--- config.mk ---
export PLATFORM = sky130hd
export DESIGN_NAME = jogo_sequencia_param
export DESIGN_NICKNAME = d
export VERILOG_FILES = /design/src/rtl/jogo_pkg.sv /design/src/rtl/detector_jogada.sv /design/src/rtl/jogo_sequencia_param.sv
export SDC_FILE = /design/constraint.sdc
export NUM_CORES = 1
export LEC_CHECK = 0
export BUFFER_PORTS_ARGS = -buffer_cell sky130_fd_sc_hd__buf_2
export CAP_MARGIN = 20
export CORE_MARGIN = 10
export CORE_UTILIZATION = 50
export DETAILED_ROUTE_END_ITERATION = 8
export PLACE_DENSITY = 0.76
export SLEW_MARGIN = 20
export SYNTH_ARGS = -nofsm -noshare
export SYNTH_HDL_FRONTEND = slang
export SYNTH_SLANG_ARGS = --single-unit
--- constraint.sdc ---
create_clock -name clock -period 6.3 [get_ports clock]
set_input_delay 0 -clock clock [delete_from_list [all_inputs] [get_ports clock]]
set_output_delay 0 -clock clock [all_outputs]
set_load 0.02 [all_outputs]
--- src/rtl/jogo_pkg.sv ---
// jogo_pkg: shared definitions for the sequence-memory game core.
//   estado_t  - 4-bit FSM state codes, also exported on db_estado
//   largura   - address/counter width from a count (never below 1 bit)
//   eh_onehot - true when exactly one bit of a move vector is set
package jogo_pkg;

   typedef enum logic [3:0] {
      INICIAL        = 4'd0,
      PREPARA        = 4'd1,
      MOSTRA         = 4'd2,
      ESPERA         = 4'd3,
      COMPARA        = 4'd4,
      PROXIMA        = 4'd5,
      ESPERA_NOVA    = 4'd6,
      ESCREVE        = 4'd7,
      PROXIMA_RODADA = 4'd8,
      GANHOU         = 4'd9,
      PERDEU         = 4'd10
   } estado_t;

   function automatic int largura(input int n);
      return (n <= 2) ? 1 : $clog2(n);
   endfunction

   // Move vectors are zero-extended to 32 bits, so N_BOTOES must stay <= 32.
   function automatic logic eh_onehot(input logic [31:0] v);
      return (v != 32'd0) && ((v & (v - 32'd1)) == 32'd0);
   endfunction

endpackage

--- src/rtl/detector_jogada.sv ---
// detector_jogada: turns debounced button levels into one-cycle move events.
//   i_clock, i_reset - clock, synchronous active-high reset
//   i_botoes         - button levels
//   o_jogada         - registered pulse, one cycle after |i_botoes rises
//   o_valor          - button vector sampled in the rising-edge cycle
// Releases and extra buttons pressed while another is held produce no event.
module detector_jogada #(
   parameter int N = 4
) (
   input  logic         i_clock,
   input  logic         i_reset,
   input  logic [N-1:0] i_botoes,
   output logic         o_jogada,
   output logic [N-1:0] o_valor
);

   logic         r_prev;
   logic         r_jogada;
   logic [N-1:0] r_valor;
   logic         w_algum;
   logic         w_borda;

   assign w_algum = |i_botoes;
   assign w_borda = w_algum & ~r_prev;

   always_ff @(posedge i_clock) begin
      if (i_reset) begin
         r_prev   <= 1'b0;
         r_jogada <= 1'b0;
         r_valor  <= '0;
      end else begin
         r_prev   <= w_algum;
         r_jogada <= w_borda;
         if (w_borda) r_valor <= i_botoes;
      end
   end

   assign o_jogada = r_jogada;
   assign o_valor  = r_valor;

endmodule

--- src/rtl/jogo_sequencia_param.sv ---
// jogo_sequencia_param: parametrised sequence-memory game controller.
//   clock, reset     - clock, synchronous active-high reset
//   iniciar          - start/restart level (INICIAL, GANHOU, PERDEU)
//   modo_timeout     - 1 enables the between-moves timeout, latched at start
//   botoes           - debounced button levels
//   leds             - RAM[0] while showing, button echo while waiting
//   pronto/ganhou/perdeu - game-over flags, held until restart
//   db_rodada/db_endereco/db_estado/db_timeout - debug visibility
module jogo_sequencia_param
   import jogo_pkg::*;
#(
   parameter int N_BOTOES       = 4,
   parameter int PROFUNDIDADE   = 16,
   parameter int TEMPO_LED      = 2000,
   parameter int TIMEOUT_CICLOS = 5000,
   parameter int JOGADA_INICIAL = 1
) (
   input  logic                                clock,
   input  logic                                reset,
   input  logic                                iniciar,
   input  logic                                modo_timeout,
   input  logic [N_BOTOES-1:0]                 botoes,
   output logic [N_BOTOES-1:0]                 leds,
   output logic                                pronto,
   output logic                                ganhou,
   output logic                                perdeu,
   output logic [largura(PROFUNDIDADE)-1:0]    db_rodada,
   output logic [largura(PROFUNDIDADE)-1:0]    db_endereco,
   output logic [3:0]                          db_estado,
   output logic                                db_timeout
);

   localparam int WE   = largura(PROFUNDIDADE);
   localparam int MAXC = (TEMPO_LED > TIMEOUT_CICLOS) ? TEMPO_LED : TIMEOUT_CICLOS;
   localparam int WC   = largura(MAXC);

   estado_t             r_estado;
   logic [WE-1:0]       r_rodada;
   logic [WE-1:0]       r_endereco;
   logic [WC-1:0]       r_cnt;      // MOSTRA duration and wait timeout share it
   logic                r_modo;
   logic                r_pronto;
   logic                r_ganhou;
   logic                r_perdeu;
   logic                r_timeout;
   logic [N_BOTOES-1:0] r_ram [PROFUNDIDADE];

   logic                w_jogada;
   logic [N_BOTOES-1:0] w_valor;
   logic                w_onehot;
   logic                w_igual;
   logic                w_we;
   logic [WE-1:0]       w_waddr;
   logic [N_BOTOES-1:0] w_wdata;
   logic [N_BOTOES-1:0] w_leds;

   detector_jogada #(.N(N_BOTOES)) u_det (
      .i_clock  (clock),
      .i_reset  (reset),
      .i_botoes (botoes),
      .o_jogada (w_jogada),
      .o_valor  (w_valor)
   );

   assign w_onehot = eh_onehot(32'(w_valor));
   // Stored moves are one-hot, but guard anyway so a multi-hot press can never match.
   assign w_igual  = (w_valor == r_ram[r_endereco]) && w_onehot;

   // RAM: seeded at PREPARA, extended at ESCREVE; contents survive reset.
   assign w_we    = !reset && (r_estado == PREPARA || r_estado == ESCREVE);
   assign w_waddr = (r_estado == PREPARA) ? '0 : r_rodada + WE'(1);
   assign w_wdata = (r_estado == PREPARA) ? N_BOTOES'(JOGADA_INICIAL) : w_valor;

   always_ff @(posedge clock) begin
      if (w_we) r_ram[w_waddr] <= w_wdata;
   end

   always_ff @(posedge clock) begin
      if (reset) begin
         r_estado   <= INICIAL;
         r_rodada   <= '0;
         r_endereco <= '0;
         r_cnt      <= '0;
         r_modo     <= 1'b0;
         r_pronto   <= 1'b0;
         r_ganhou   <= 1'b0;
         r_perdeu   <= 1'b0;
         r_timeout  <= 1'b0;
      end else begin
         r_timeout <= 1'b0;
         case (r_estado)
            INICIAL: if (iniciar) r_estado <= PREPARA;
            PREPARA: begin
               r_rodada   <= '0;
               r_endereco <= '0;
               r_cnt      <= '0;
               r_modo     <= modo_timeout;
               r_estado   <= MOSTRA;
            end
            MOSTRA: begin
               if (r_cnt == WC'(TEMPO_LED - 1)) begin
                  r_cnt    <= '0;
                  r_estado <= ESPERA;
               end else begin
                  r_cnt <= r_cnt + WC'(1);
               end
            end
            ESPERA, ESPERA_NOVA: begin
               // A press in the terminal-count cycle takes priority over the timeout.
               if (w_jogada) begin
                  r_cnt <= '0;
                  if (r_estado == ESPERA) r_estado <= COMPARA;
                  else if (w_onehot)      r_estado <= ESCREVE;
               end else if (r_modo) begin
                  if (r_cnt == WC'(TIMEOUT_CICLOS - 1)) begin
                     r_timeout <= 1'b1;
                     r_pronto  <= 1'b1;
                     r_perdeu  <= 1'b1;
                     r_estado  <= PERDEU;
                  end else begin
                     r_cnt <= r_cnt + WC'(1);
                  end
               end
            end
            COMPARA: begin
               r_cnt <= '0;
               if (!w_igual) begin
                  r_pronto <= 1'b1;
                  r_perdeu <= 1'b1;
                  r_estado <= PERDEU;
               end else if (r_endereco != r_rodada) begin
                  r_estado <= PROXIMA;
               end else if (r_rodada == WE'(PROFUNDIDADE - 1)) begin
                  r_pronto <= 1'b1;
                  r_ganhou <= 1'b1;
                  r_estado <= GANHOU;
               end else begin
                  r_estado <= ESPERA_NOVA;
               end
            end
            PROXIMA: begin
               r_endereco <= r_endereco + WE'(1);
               r_cnt      <= '0;
               r_estado   <= ESPERA;
            end
            ESCREVE: r_estado <= PROXIMA_RODADA;
            PROXIMA_RODADA: begin
               r_rodada   <= r_rodada + WE'(1);
               r_endereco <= '0;
               r_cnt      <= '0;
               r_estado   <= ESPERA;
            end
            GANHOU, PERDEU: begin
               if (iniciar) begin
                  r_pronto <= 1'b0;
                  r_ganhou <= 1'b0;
                  r_perdeu <= 1'b0;
                  r_estado <= PREPARA;
               end
            end
            default: r_estado <= INICIAL;
         endcase
      end
   end

   always_comb begin
      w_leds = '0;
      case (r_estado)
         MOSTRA:              w_leds = r_ram[0];
         ESPERA, ESPERA_NOVA: w_leds = botoes;
         default:             w_leds = '0;
      endcase
   end

   assign leds        = w_leds;
   assign pronto      = r_pronto;
   assign ganhou      = r_ganhou;
   assign perdeu      = r_perdeu;
   assign db_rodada   = r_rodada;
   assign db_endereco = r_endereco;
   assign db_estado   = r_estado;
   assign db_timeout  = r_timeout;

endmodule

==> impl_metrics.ini <==
[outcome]
status = complete, no violations

[detailed_routing]
drt_iter0_markers = 360
wl_per_cell_microns = 18.98
ant_nets = 0
drt_pass1_iterations = 7
via_per_inst = 6.065
drc = 0
vias = 3536
wirelength_mm = 11.06

[setup_path]
path_max_fanout = 14
crit_path_cell_trace = mux4_2 -> mux4_1 -> xnor2_1 -> o2111ai_1 -> o211ai_1 -> nand3_1
worst-path-buf-inv = 0
required_ps = 6560
slowest_stage = dfxtp_1
crit_path_max_incr_delay_ps = 810
crit_arrival_ps = 3180
cp-end-kind = flop
cp-start-kind = flop
path_delay_family = multiplexers
path_class = reg2reg

[sta]
finClkSkew_ps = 12.80
fin_setup_tns_ps = 0
tightest_slew_ps = 1106
relSlewSlack = 0.2613
fin_crit_ps = 2918
hold_viol = 0
fmax_ghz = 0.3427
rsz0062_at_grt = no
drv_slew = 0
setup_viol = 0
post-route-period-util = 0.4632

[final_layout]
synthToLayoutAreaGrowth_pct = 8.548
final_common_cell = edfxtp_1
postLayoutCoreUtil = 0.5559
n_antenna_cell = 0
nets = 456
layout_common_cells = edfxtp_1 (64), nor2_1 (59), dfxtp_1 (40)
drive_gt1_frac = 0.1356

[pwr]
swShare = 0.3279
vdd_drop_max_v = 0.0001136
leakage_nw = 1.848
power.share.sequential = 0.511
clkPwrFrac = 0.269
p_comb_frac = 0.221
power_per_cell_area_mw_per_mm2 = 298.7
switchingPower_mw = 0.5321
p_int_mw = 1.091

[cts]
ctsResizeCount = 0
cts_tree = done
insertion_delay_ps = 380
cts_buffers = 9
clk_path_buf_depth = 2
clkTransAtPathRegs_ps = 110
post_cts_buffers = 0
cts.sink_count = 104
cts_root_buffer = clkbuf_8
cts-htree-levels = 3

[synthesis]
syn_area_per_cell_sq_um = 11.75
syn_area_sq_mm = 0.005006
ys_warn_count = 0
synth_top_family_by_area = simple AND/OR/NAND/NOR gates
yosys_most_used_dff = edfxtp_1
synth.area.mux_share = 0.1057
syn-num-nets = 437
synthArstFlopShare = 0
synth_edf_count = 64
yosys.area_share.adder = 0.009498
ys_seq_area_frac = 0.5439
synth_simple_gate_area_share = 0.1687
ys_ff_latch = 104
synth_compound_area_frac = 0.08748
ys_types = 60
netlist_instances = 426
synth_xor_area_frac = 0.05249

[floorplan]
core-area_sq_mm = 0.009774
io_pins = 28
start_util = 0.5122
dieHeight_microns = 120.1
die_w_microns = 120.1
dieArea_sq_mm = 0.01441
core.rowCount = 36

[hold_path]
hold_path.class = in2reg

[placed_design]
port-buffer-count = 27
dp_hpwl_mm = 7.921
place_congestion = 0.8850

[global_route]
gr-total-overflow = 0
grt_pass1_wl_mm = 17.54
antenna_found_initial = 0
grt_max_degree = 26
grt_pass1_vias = 3269
grt.total_usage = 0.1519

[run]
drv_cap = 0
-- power groups by stage --
stage                     sequential [mW]  clock, mW  combinational, mW
after floorplan                     0.809          0              0.291
after global placement              0.838          0              0.338
after detailed placement            0.840          0              0.347
after CTS                           0.825      0.439              0.351
after global routing                0.834      0.465              0.395
final                               0.829      0.436              0.359
-- kinds of logic after synthesis --
family          count (synthesis)
fa+ha+maj                       4
buf+inv                        31
xor+xnor                       30
flops                         104
compound gates                 62
mux                            27
simple gates                  168
-- through the flow --
stage / std cells / setup WS [ps] / hold slack (ps) / total power, mW / area (sq um)
6_report: 583 / 3382 / 2.704 / 1.623 / 5434
4_1_cts: 583 / 3378 / 5.381 / 1.615 / 5424
2_1_floorplan: 426 / 4046 / 136.6 / 1.100 / 5006
3_3_place_gp: 564 / 3435 / 266.2 / 1.176 / 5184
5_1_grt: 583 / 3274 / 45.56 / 1.693 / 5434
3_5_place_dp: 564 / 3416 / 272.2 / 1.188 / 5184
-- final cells by class --
cell class              count  area (sq um)
clock buffers               9         123.9
clock inverters             7         86.33
fillers                   791          4340
inverters                   8         30.03
multi-input cells         291          2132
flip-flops and latches    104          2723
well taps                 133         166.4
repair buffers             31         172.7
-- cell usage after synthesis, types with 2 or more instances --
library cell | instances | area (sq um)
a211o_1 | 2 | 17.52
a211oi_1 | 2 | 15.01
a21oi_1 | 10 | 50.05
a221oi_1 | 2 | 17.52
a22o_1 | 5 | 43.79
a22oi_1 | 2 | 15.01
a31oi_1 | 5 | 31.28
and2_1 | 2 | 12.51
and3_1 | 6 | 37.54
and4_1 | 3 | 26.28
buf_1 | 4 | 15.01
buf_6 | 4 | 45.04
clkbuf_1 | 13 | 48.80
dfxtp_1 | 40 | 800.8
edfxtp_1 | 64 | 1922
ha_1 | 3 | 37.54
inv_1 | 8 | 30.03
mux2i_1 | 9 | 90.09
mux4_1 | 9 | 236.5
mux4_2 | 9 | 202.7
nand2_1 | 28 | 105.1
nand2b_1 | 4 | 25.02
nand3_1 | 9 | 45.04
nand3b_1 | 2 | 15.01
nand4_1 | 6 | 37.54
nor2_1 | 59 | 221.5
nor2b_1 | 10 | 62.56
nor3_1 | 11 | 55.05
nor4_1 | 11 | 68.82
nor4b_1 | 6 | 52.55
o211ai_1 | 4 | 30.03
o21a_1 | 3 | 22.52
o21ai_0 | 11 | 55.05
o32a_1 | 2 | 20.02
or2_2 | 3 | 18.77
or3_1 | 3 | 18.77
xnor2_1 | 22 | 192.7
xor2_1 | 8 | 70.07
-- worst paths after layout --
kind              cells after the start  startpoint               end  slack, ps
setup reg to reg                      6        flop      db_estado[3]       3380
setup / recovery                      6        flop      db_estado[3]       3380
hold reg to reg                       2      perdeu            perdeu        480
hold / removal                        4   botoes[0]  u_det.o_valor[0]          3
-- sequential cells by signal, indices dropped and copies added, names as in the netlist, named ones only --
register	cells
db_endereco	4
db_estado	4
db_rodada	4
db_timeout	1
ganhou	1
perdeu	1
pronto	1
r_cnt	13
r_modo	1
r_ram	64
u_det.o_jogada	1
u_det.o_valor	4
u_det.r_prev	1
-- metal layers --
layer / up-vias / share of wire / GRT usage
li1: 1646 / - / -
met4: 0 / 0.013 / 0.04449
met3: 12 / 0.082 / 0.03657
met1: 1731 / 0.45 / 0.2060
met5: - / 0 / 0
met2: 147 / 0.45 / 0.2369
-- tightest hold or removal path: cells and delay by family --
kind / cells / cell delay [ps]
buffers and inverters: 1 / 100
AO/OA/AOI/OAI: 1 / 50
AND/OR/NAND/NOR: 2 / 200
-- what timing repair did --
item,CTS,global route
hold buffers,3,0
hold endpoints to repair,4,0
endpoints found under the setup margin,0,0
No activity file was read; power rests on OpenSTA's default activity.
